File: config.mk
export PLATFORM = sky130hd
export DESIGN_NAME = uart_tx_queue
export DESIGN_NICKNAME = d
export VERILOG_FILES = /design/src/rtl/uart_pkg.sv /design/src/rtl/uart_tx_queue_sync_fifo.sv /design/src/rtl/uart_tx_queue.sv
export SDC_FILE = /design/constraint.sdc
export NUM_CORES = 1
export LEC_CHECK = 0
export CELL_PAD_IN_SITES_DETAIL_PLACEMENT = 1
export CELL_PAD_IN_SITES_GLOBAL_PLACEMENT = 1
export CORE_AREA = 2 2 122 124
export CTS_CLUSTER_DIAMETER = 200
export DETAILED_ROUTE_END_ITERATION = 8
export DIE_AREA = 0 0 124 126
export PLACE_DENSITY = 0.83
export RECOVER_POWER = 50
export SYNTH_ARGS = -nofsm -noshare
export SYNTH_HDL_FRONTEND = slang
export SYNTH_SLANG_ARGS = --single-unit
File: constraint.sdc
create_clock -name clk -period 2.4 [get_ports clk]
set_clock_uncertainty 0.1 [all_clocks]
set_input_delay 0.48 -clock clk [delete_from_list [all_inputs] [get_ports clk]]
set_output_delay 0.48 -clock clk [all_outputs]
set_load 0.1 [all_outputs]
File: src/rtl/uart_pkg.sv
// Shared types and defaults for the UART transmit queue.
package uart_pkg;

    localparam int UART_DATA_W          = 8;
    localparam int DEFAULT_DEPTH        = 16;
    localparam int DEFAULT_BUSY_TIMEOUT = 64;

    typedef enum logic [1:0] {
        IDLE      = 2'd0,
        LAUNCH    = 2'd1,
        WAIT_BUSY = 2'd2,
        WAIT_DONE = 2'd3
    } tx_queue_state_t;

endpackage

File: src/rtl/uart_tx_queue_sync_fifo.sv
// Synchronous FIFO with registered full/empty/level flags and an overflow pulse.
module sync_fifo #(
    parameter int WIDTH = 8,
    parameter int DEPTH = 16
) (
    input  logic                       clk,
    input  logic                       rst,
    input  logic                       wr_en,
    input  logic [WIDTH-1:0]           wr_data,
    input  logic                       rd_en,
    output logic [WIDTH-1:0]           rd_data,
    output logic                       full,
    output logic                       empty,
    output logic                       empty_next,
    output logic [$clog2(DEPTH):0]     level,
    output logic                       overflow
);

    localparam int AW = $clog2(DEPTH);
    localparam int LW = AW + 1;

    logic [WIDTH-1:0] mem_q [DEPTH];
    logic [AW-1:0]    wr_ptr_q, wr_ptr_d;
    logic [AW-1:0]    rd_ptr_q, rd_ptr_d;
    logic [LW-1:0]    level_q, level_d;
    logic             full_q, full_d;
    logic             empty_q, empty_d;
    logic             overflow_q, overflow_d;
    logic             push_s;
    logic             pop_s;

    // Full is the registered flag, so a push while full is refused even if a pop lands this cycle.
    always_comb begin
        push_s     = wr_en && !full_q;
        pop_s      = rd_en && !empty_q;
        wr_ptr_d   = wr_ptr_q + (push_s ? AW'(1) : AW'(0));
        rd_ptr_d   = rd_ptr_q + (pop_s ? AW'(1) : AW'(0));
        level_d    = level_q + (push_s ? LW'(1) : LW'(0)) - (pop_s ? LW'(1) : LW'(0));
        full_d     = (level_d == LW'(DEPTH));
        empty_d    = (level_d == LW'(0));
        overflow_d = wr_en && full_q;
    end

    // Pointer and flag registers.
    always_ff @(posedge clk) begin
        if (rst) begin
            wr_ptr_q   <= '0;
            rd_ptr_q   <= '0;
            level_q    <= '0;
            full_q     <= 1'b0;
            empty_q    <= 1'b1;
            overflow_q <= 1'b0;
        end else begin
            wr_ptr_q   <= wr_ptr_d;
            rd_ptr_q   <= rd_ptr_d;
            level_q    <= level_d;
            full_q     <= full_d;
            empty_q    <= empty_d;
            overflow_q <= overflow_d;
        end
    end

    // Storage array.
    always_ff @(posedge clk) begin
        if (push_s) begin
            mem_q[wr_ptr_q] <= wr_data;
        end
    end

    assign rd_data    = mem_q[rd_ptr_q];
    assign full       = full_q;
    assign empty      = empty_q;
    assign empty_next = rst ? 1'b1 : empty_d;
    assign level      = level_q;
    assign overflow   = overflow_q;

endmodule

File: src/rtl/uart_tx_queue.sv
// Transmit queue feeding a UART: buffers bytes and drives the en/data/busy handshake.
module uart_tx_queue
    import uart_pkg::*;
#(
    parameter int DEPTH        = DEFAULT_DEPTH,
    parameter int BUSY_TIMEOUT = DEFAULT_BUSY_TIMEOUT,
    parameter int LVL_W        = $clog2(DEPTH) + 1
) (
    input  logic                   clk,
    input  logic                   rst,
    input  logic                   wr_en,
    input  logic [UART_DATA_W-1:0] wr_data,
    output logic                   fifo_full,
    output logic                   fifo_empty,
    output logic [LVL_W-1:0]       fifo_level,
    output logic                   overflow,
    output logic                   timeout,
    output logic                   tx_idle,
    output logic                   uart_tx_en,
    output logic [UART_DATA_W-1:0] uart_tx_data,
    input  logic                   uart_tx_busy
);

    localparam int CNT_W = (BUSY_TIMEOUT > 2) ? $clog2(BUSY_TIMEOUT) : 1;

    tx_queue_state_t        state_q, state_d;
    logic [CNT_W-1:0]       cnt_q, cnt_d;
    logic                   tx_en_q, tx_en_d;
    logic [UART_DATA_W-1:0] tx_data_q, tx_data_d;
    logic                   timeout_q, timeout_d;
    logic                   tx_idle_q, tx_idle_d;
    logic                   pop_s;
    logic [UART_DATA_W-1:0] head_s;
    logic                   empty_next_s;

    sync_fifo #(
        .WIDTH (UART_DATA_W),
        .DEPTH (DEPTH)
    ) u_fifo (
        .clk        (clk),
        .rst        (rst),
        .wr_en      (wr_en),
        .wr_data    (wr_data),
        .rd_en      (pop_s),
        .rd_data    (head_s),
        .full       (fifo_full),
        .empty      (fifo_empty),
        .empty_next (empty_next_s),
        .level      (fifo_level),
        .overflow   (overflow)
    );

    // The strobe is raised on the same edge that enters LAUNCH, so it is high exactly while in LAUNCH.
    always_comb begin
        state_d   = state_q;
        cnt_d     = cnt_q;
        tx_data_d = tx_data_q;
        tx_en_d   = 1'b0;
        timeout_d = 1'b0;
        pop_s     = 1'b0;
        case (state_q)
            IDLE: begin
                if (!fifo_empty) begin
                    pop_s     = 1'b1;
                    tx_data_d = head_s;
                    tx_en_d   = 1'b1;
                    state_d   = LAUNCH;
                end else begin
                    state_d   = IDLE;
                end
            end
            LAUNCH: begin
                cnt_d   = '0;
                state_d = WAIT_BUSY;
            end
            WAIT_BUSY: begin
                if (uart_tx_busy) begin
                    state_d = WAIT_DONE;
                end else if (cnt_q == CNT_W'(BUSY_TIMEOUT - 2)) begin
                    timeout_d = 1'b1;
                    state_d   = IDLE;
                end else begin
                    cnt_d = cnt_q + CNT_W'(1);
                end
            end
            WAIT_DONE: begin
                if (!uart_tx_busy) begin
                    state_d = IDLE;
                end else begin
                    state_d = WAIT_DONE;
                end
            end
            default: begin
                state_d = IDLE;
            end
        endcase
        tx_idle_d = empty_next_s && (state_d == IDLE);
    end

    // FSM and output registers; a reset does not reach into the UART itself.
    always_ff @(posedge clk) begin
        if (rst) begin
            state_q   <= IDLE;
            cnt_q     <= '0;
            tx_en_q   <= 1'b0;
            tx_data_q <= 8'h00;
            timeout_q <= 1'b0;
            tx_idle_q <= 1'b1;
        end else begin
            state_q   <= state_d;
            cnt_q     <= cnt_d;
            tx_en_q   <= tx_en_d;
            tx_data_q <= tx_data_d;
            timeout_q <= timeout_d;
            tx_idle_q <= tx_idle_d;
        end
    end

    assign uart_tx_en   = tx_en_q;
    assign uart_tx_data = tx_data_q;
    assign timeout      = timeout_q;
    assign tx_idle      = tx_idle_q;

endmodule
==> run metrics, run 1 <==
Post-CTS Setup Inserts 0; Cell Count, Final, Fillers Out 634; Clock Path Buffers 2; Leak 2.71 nW; DRC 0; Rel. slew slack 0.532; vias in the first global route 4025; top-count cell post-synth edfxtp_1; startpoint class of the critical path register; grt ovf 0; vias per cell 5.67; Worst Path Required 2.58 ns; CP Class register to register; max-cap check violation count 0; Final nets 461; Clk Latency, worst-skew pair 0.43 ns; DR WL/cell 24.1 µm; asr flop ratio synth 0; Syn Nets 396; CP dominant cell by count ha_4; # placed instances 602; DR iter-0 viols 266; Mapped Cells 372; sequential share of the synthesized area 0.692; Main synth FF type edfxtp_1; Synth Area per Inst 17.7 µm²; Min-Delay Path Class register to register; IO Pins 31; Layout Utilization 0.551; dominant cells by area after synthesis edfxtp_1 (59%), dfxtp_1 (11%), mux4_1 (8.8%); DRT Wirelength 15.3 mm; Layout fillers 1317; Max Fclk 398 MHz; crit path DAT 2.70 ns; core footprint 14300 µm²; FP Rows 44; overall routing resource usage 0.214; top cell type's share of synthesized area 0.585; Cells on Worst Hold Path 1; Critical Path End Type register; pin count of the biggest net entering global routing 34; Clk pin slew, worst setup/hold paths 0.06 ns; TritonCTS clock tree built; setup TNS -0.261 ns; placed cell areas 7260 µm²; Final Critical Period 2.51 ns; die span in x 124 µm; Final Setup Violations 3; max incr delay on CP 0.39 ns; CTS Hold Bufs 0; library cells used by synthesis 37; cell type with the largest total area after synthesis edfxtp_1; Worst-Margin Slew 0.700 ns; H-tree depth 4; Detailed Place HPWL 10.1 mm; first-pass GRT wire length 23.5 mm; Design Area, Final 7890 µm²; cell area after synthesis 6570 µm²; failing checks setup timing; crit-path max FO 2; setup ws final -0.112 ns; status finished with violations; Pre-antenna DRT Iters 4; IR drop worst, VDD 586 µV; Warnings, synthesis 0; RSZ-0062 raised after global routing true; Initial Util 0.459; Placer Congestion 0.827; number of synthesized flops with an enable pin 128; CP max stage cell or3_4; Final period util 1.05; ant diodes 0; input/output buffers 30; worst-path cell chain or3_4 -> inv_4 -> ha_4 -> inv_2 -> ha_4 -> fa_2 -> a21o_1 -> a21oi_2 -> xor2_2 -> o21ai_1; post-route antenna net violation count 0; Die Y 126 µm; Power Density 1130 nW/µm²; layout cells sized above 1 0.251; final count of pins violating max slew 0; most frequent cells after synthesis edfxtp_1 (128), dfxtp_1 (35), mux4_1 (22), nor2_1 (22), mux2i_1 (19); CTS Buf Count 17; initial antenna violation count 0; Die ar. 15600 µm²; r2r worst-path depth 10; Num Clock Sinks 163; clock tree root buffer cell clkbuf_16; vias after detailed routing 3595; final hold vios 0; Yosys reg bits 163; area delta synth->final 20.1%
-- stage by stage --
step	worst slack, ns	total power (W)	hold WS (ns)
floorplan	-0.121	0.00542	0.352
global placement	-0.299	0.00592	0.369
detailed placement	-0.379	0.00605	0.380
CTS	-0.130	0.00897	0.391
global route	-0.187	0.00928	0.429
finish	-0.112	0.00894	0.391
-- worst paths after layout --
path | startpoint | endpoint | slack, ns
worst min register to register | uart_tx_data[4] | uart_tx_data[4] | 0.39
worst max-delay path | u_fifo.empty | u_fifo.empty | -0.11
worst min-delay path | uart_tx_data[4] | uart_tx_data[4] | 0.39
worst max register to register | u_fifo.empty | u_fifo.empty | -0.11
-- routing by layer --
layer / track usage / vias to the layer above / part of all wire
li1: - / 1611 / -
met1: 0.257 / 1851 / 0.39
met2: 0.361 / 106 / 0.53
met3: 0.0562 / 27 / 0.049
met4: 0.0945 / 0 / 0.027
met5: 0 / - / 0
-- cells in the final DEF (no fill, tap or decap), types with 8 or more instances in the layout --
cell and instances:
a31o_1 8, buf_4 45, clkbuf_16 17, dfxtp_1 30
dlygate4sd3_1 8, edfxtp_1 128, ha_1 9, inv_1 8
mux2i_1 19, mux4_1 22, mux4_2 10, nand2_1 8
nand3_1 12, nor2_1 21, o22ai_1 8
-- repair_timing --
action / in CTS / in global routing
pin swaps: 0 / 1
resized for setup: 0 / 5
setup endpoints to repair: 3 / 16
-- critical path, delay by kind of cell, from the launching register on --
kind	cells	cell delay [ns]
buffers and inverters	2	0.11
AO/OA/AOI/OAI	3	0.56
flip-flops	1	0.34
adder cells (fa/ha/maj)	3	0.64
AND/OR/NAND/NOR	1	0.39
XOR/XNOR	1	0.22
-- power breakdown --
part	switching (W)	internal [W]	total (W)
registers	0.000165	0.00326	0.00342
clock network	0.00118	0.00167	0.00285
logic	0.00166	0.00101	0.00267
-- cell type report --
cell class	count	area, µm²	share of cell area
clock inverter	14	190	0.0241
clock buffer	18	429	0.0544
sequential	163	4560	0.577
timing repair buffer	63	512	0.0649
multi-input combinational	182	1930	0.245
tap	184	230	0.0292
inverter	10	40.0	0.00507
-- cells by family after synthesis --
| group | share of synthesized area |
|---|---|
| flops | 0.692 |
| simple gates | 0.0573 |
| mux | 0.153 |
| compound gates | 0.0366 |
| buf+inv | 0.0255 |
| fa+ha+maj | 0.0240 |
| xor+xnor | 0.0120 |
-- flip-flops by register name, summed over array words and instances, names as in the netlist, 2 cells and up --
name             count
cnt_q                6
state_q              2
u_fifo.level         5
u_fifo.mem_q       128
u_fifo.rd_ptr_q      4
u_fifo.wr_ptr_q      4
uart_tx_data         8
No activity file was read; power rests on OpenSTA's default activity.
==> run 2: changes to the inputs <==
--- a/config.mk
+++ b/config.mk
@@ -9,9 +9,10 @@
 export CELL_PAD_IN_SITES_GLOBAL_PLACEMENT = 1
 export CORE_AREA = 2 2 122 124
 export CTS_CLUSTER_DIAMETER = 200
+export CTS_CLUSTER_SIZE = 20
 export DETAILED_ROUTE_END_ITERATION = 8
 export DIE_AREA = 0 0 124 126
-export PLACE_DENSITY = 0.83
+export PLACE_DENSITY_LB_ADDON = 0.1
 export RECOVER_POWER = 50
 export SYNTH_ARGS = -nofsm -noshare
 export SYNTH_HDL_FRONTEND = slang
==> run metrics, run 2 (same netlist as run 1, synthesis figures left out) <==
status finished with violations; failing checks setup timing; core footprint 14300 µm²; Biggest register u_fifo.mem_q; Clock Power Share 0.333; layout cells sized above 1 0.244; clock tree root buffer cell clkbuf_16; max-cap check violation count 0; DRT Wirelength 14.2 mm; grt ovf 0; first-pass GRT wire length 22.0 mm; Post-CTS Setup Inserts 0; final hold vios 0; RSZ-0062 raised after global routing true; grt met3 use 0.0507; P_int 0.00605 W; commonest non-fill, non-tap cell in the layout edfxtp_1; Detailed Place HPWL 9.30 mm; Final period util 1.01; share of total power in combinational logic 0.282; GR met1 Demand/Resource 0.267; vias in the first global route 3816; Design Area, Final 7860 µm²; die span in x 124 µm; placed cell areas 7250 µm²; Final Setup Violations 1; final count of pins violating max slew 0; startpoint class of the critical path register; Worst Path Required 2.64 ns; Largest register FFs 128; vias after detailed routing 3456; Min-Delay Endpoint uart_tx_data[6]; initial antenna violation count 0; P_sw 0.00281 W; H-tree depth 4; DR WL/cell 22.4 µm; Clock Path Buffers 2; CP Class register to register; crit path DAT 2.66 ns; beginning of the worst hold path uart_tx_data[6]; Leak 2.69 nW; met2 Usage GRT 0.314; r2r worst-path depth 10; setup ws final -0.0196 ns; Final Critical Period 2.42 ns; input/output buffers 30; Power Density 1130 nW/µm²; Num Clock Sinks 163; Cells on Worst Hold Path 1; CTS Hold Bufs 0; pin count of the biggest net entering global routing 20; Clk Latency, worst-skew pair 0.42 ns; worst r2r src state_q[1]; Max Fclk 413 MHz; vias per cell 5.45; Worst-Margin Slew 0.650 ns; IR drop worst, VDD 603 µV; Layout fillers 1330; Critical Path End Type register; Final nets 461; Rel. slew slack 0.565; Die ar. 15600 µm²; busiest grt layer met2; Min-Delay Path Class register to register; FP Rows 44; sw frac 0.317; Layout Utilization 0.549; Die Y 126 µm; area delta synth->final 19.6%; Clk pin slew, worst setup/hold paths 0.06 ns; commonest cells after routing, fill and taps aside edfxtp_1 (128), buf_4 (34), dfxtp_1 (29); FF-to-FF End tx_idle; post-route antenna net violation count 0; Reg2Reg Setup Slack -0.02 ns; Pre-antenna DRT Iters 4; CTS Buf Count 17; worst hold margin 0.378 ns; ant diodes 0; Placer Congestion 0.711; crit-path max FO 3; DR iter-0 viols 270; DRC 0; Initial Util 0.459; IO Pins 31; TritonCTS clock tree built; overall routing resource usage 0.197; share of power burned in registers 0.385
## run 2: cell types whose count changed in the layout (fill, tap and decap cells not counted), moves of 2 or more
cell | previous run | this run
clkinv_4 | 3 | 1
clkbuf_1 | 2 | 4
clkbuf_2 | 4 | 16
bufinv_16 | 3 | 5
buf_4 | 45 | 34
inv_8 | 3 | 0
inv_6 | 4 | 2
clkinvlp_4 | 0 | 3
## run 2: how the worst max path moves through the flow
stage                  from       to  slack (ns)  depth (start not counted)
2_1_floorplan  u_fifo.empty  tx_idle       -0.12                         10
3_5_place_dp          wr_en  tx_idle       -0.35                          8
5_1_grt          state_q[1]  tx_idle       -0.14                         10
3_3_place_gp          wr_en  tx_idle       -0.29                          8
4_1_cts          state_q[1]  tx_idle       -0.07                         10
6_report         state_q[1]  tx_idle       -0.02                         10
## run 2: per-layer routing
metal,wire [µm],vias to the layer above
li1,-,1610
met1,6490,1773
met2,7020,59
met3,510,14
met4,195,0
met5,0,-
## run 2: critical path, stage by stage, from the launching register on
cell	delay (ns)
dfxtp_2	0.33
or3_4	0.40
inv_4	0.07
ha_4	0.19
inv_2	0.06
ha_4	0.13
fa_2	0.44
nor2_2	0.11
nand3b_1	0.09
mux2_4	0.28
o31ai_2	0.16
## run 2: per-stage QoR
stage                     power (W)  TNS, ns  setup WS (ns)  instances
after global placement      0.00597    -8.24         -0.293        602
after floorplan             0.00542   -0.248         -0.121        372
after CTS                   0.00900   -0.126        -0.0689        634
after global routing        0.00922   -0.321         -0.137        634
after detailed placement    0.00602    -9.59         -0.346        602
final                       0.00885  -0.0196        -0.0196        634
## run 2: cell type report
class | count | area, µm² | area share
well taps | 184 | 230 | 0.0293
flip-flops and latches | 163 | 4560 | 0.580
inverters | 10 | 40.0 | 0.00510
repair buffers | 63 | 469 | 0.0597
clock buffers | 20 | 437 | 0.0556
clock inverters | 12 | 204 | 0.0260
multi-input cells | 182 | 1920 | 0.244
## run 2: what timing repair did
| action | CTS | global route |
|---|---|---|
| pin swaps | 3 | 2 |
| endpoints found under the setup margin | 3 | 3 |
| resized for setup | 2 | 1 |
## run 2: power by group through the flow
stage	Combinational, W	Clock (W)	Sequential (W)
2_1_floorplan	0.00131	0	0.00411
3_3_place_gp	0.00251	0	0.00346
3_5_place_dp	0.00255	0	0.00347
4_1_cts	0.00257	0.00301	0.00341
5_1_grt	0.00269	0.00311	0.00343
6_report	0.00250	0.00295	0.00341
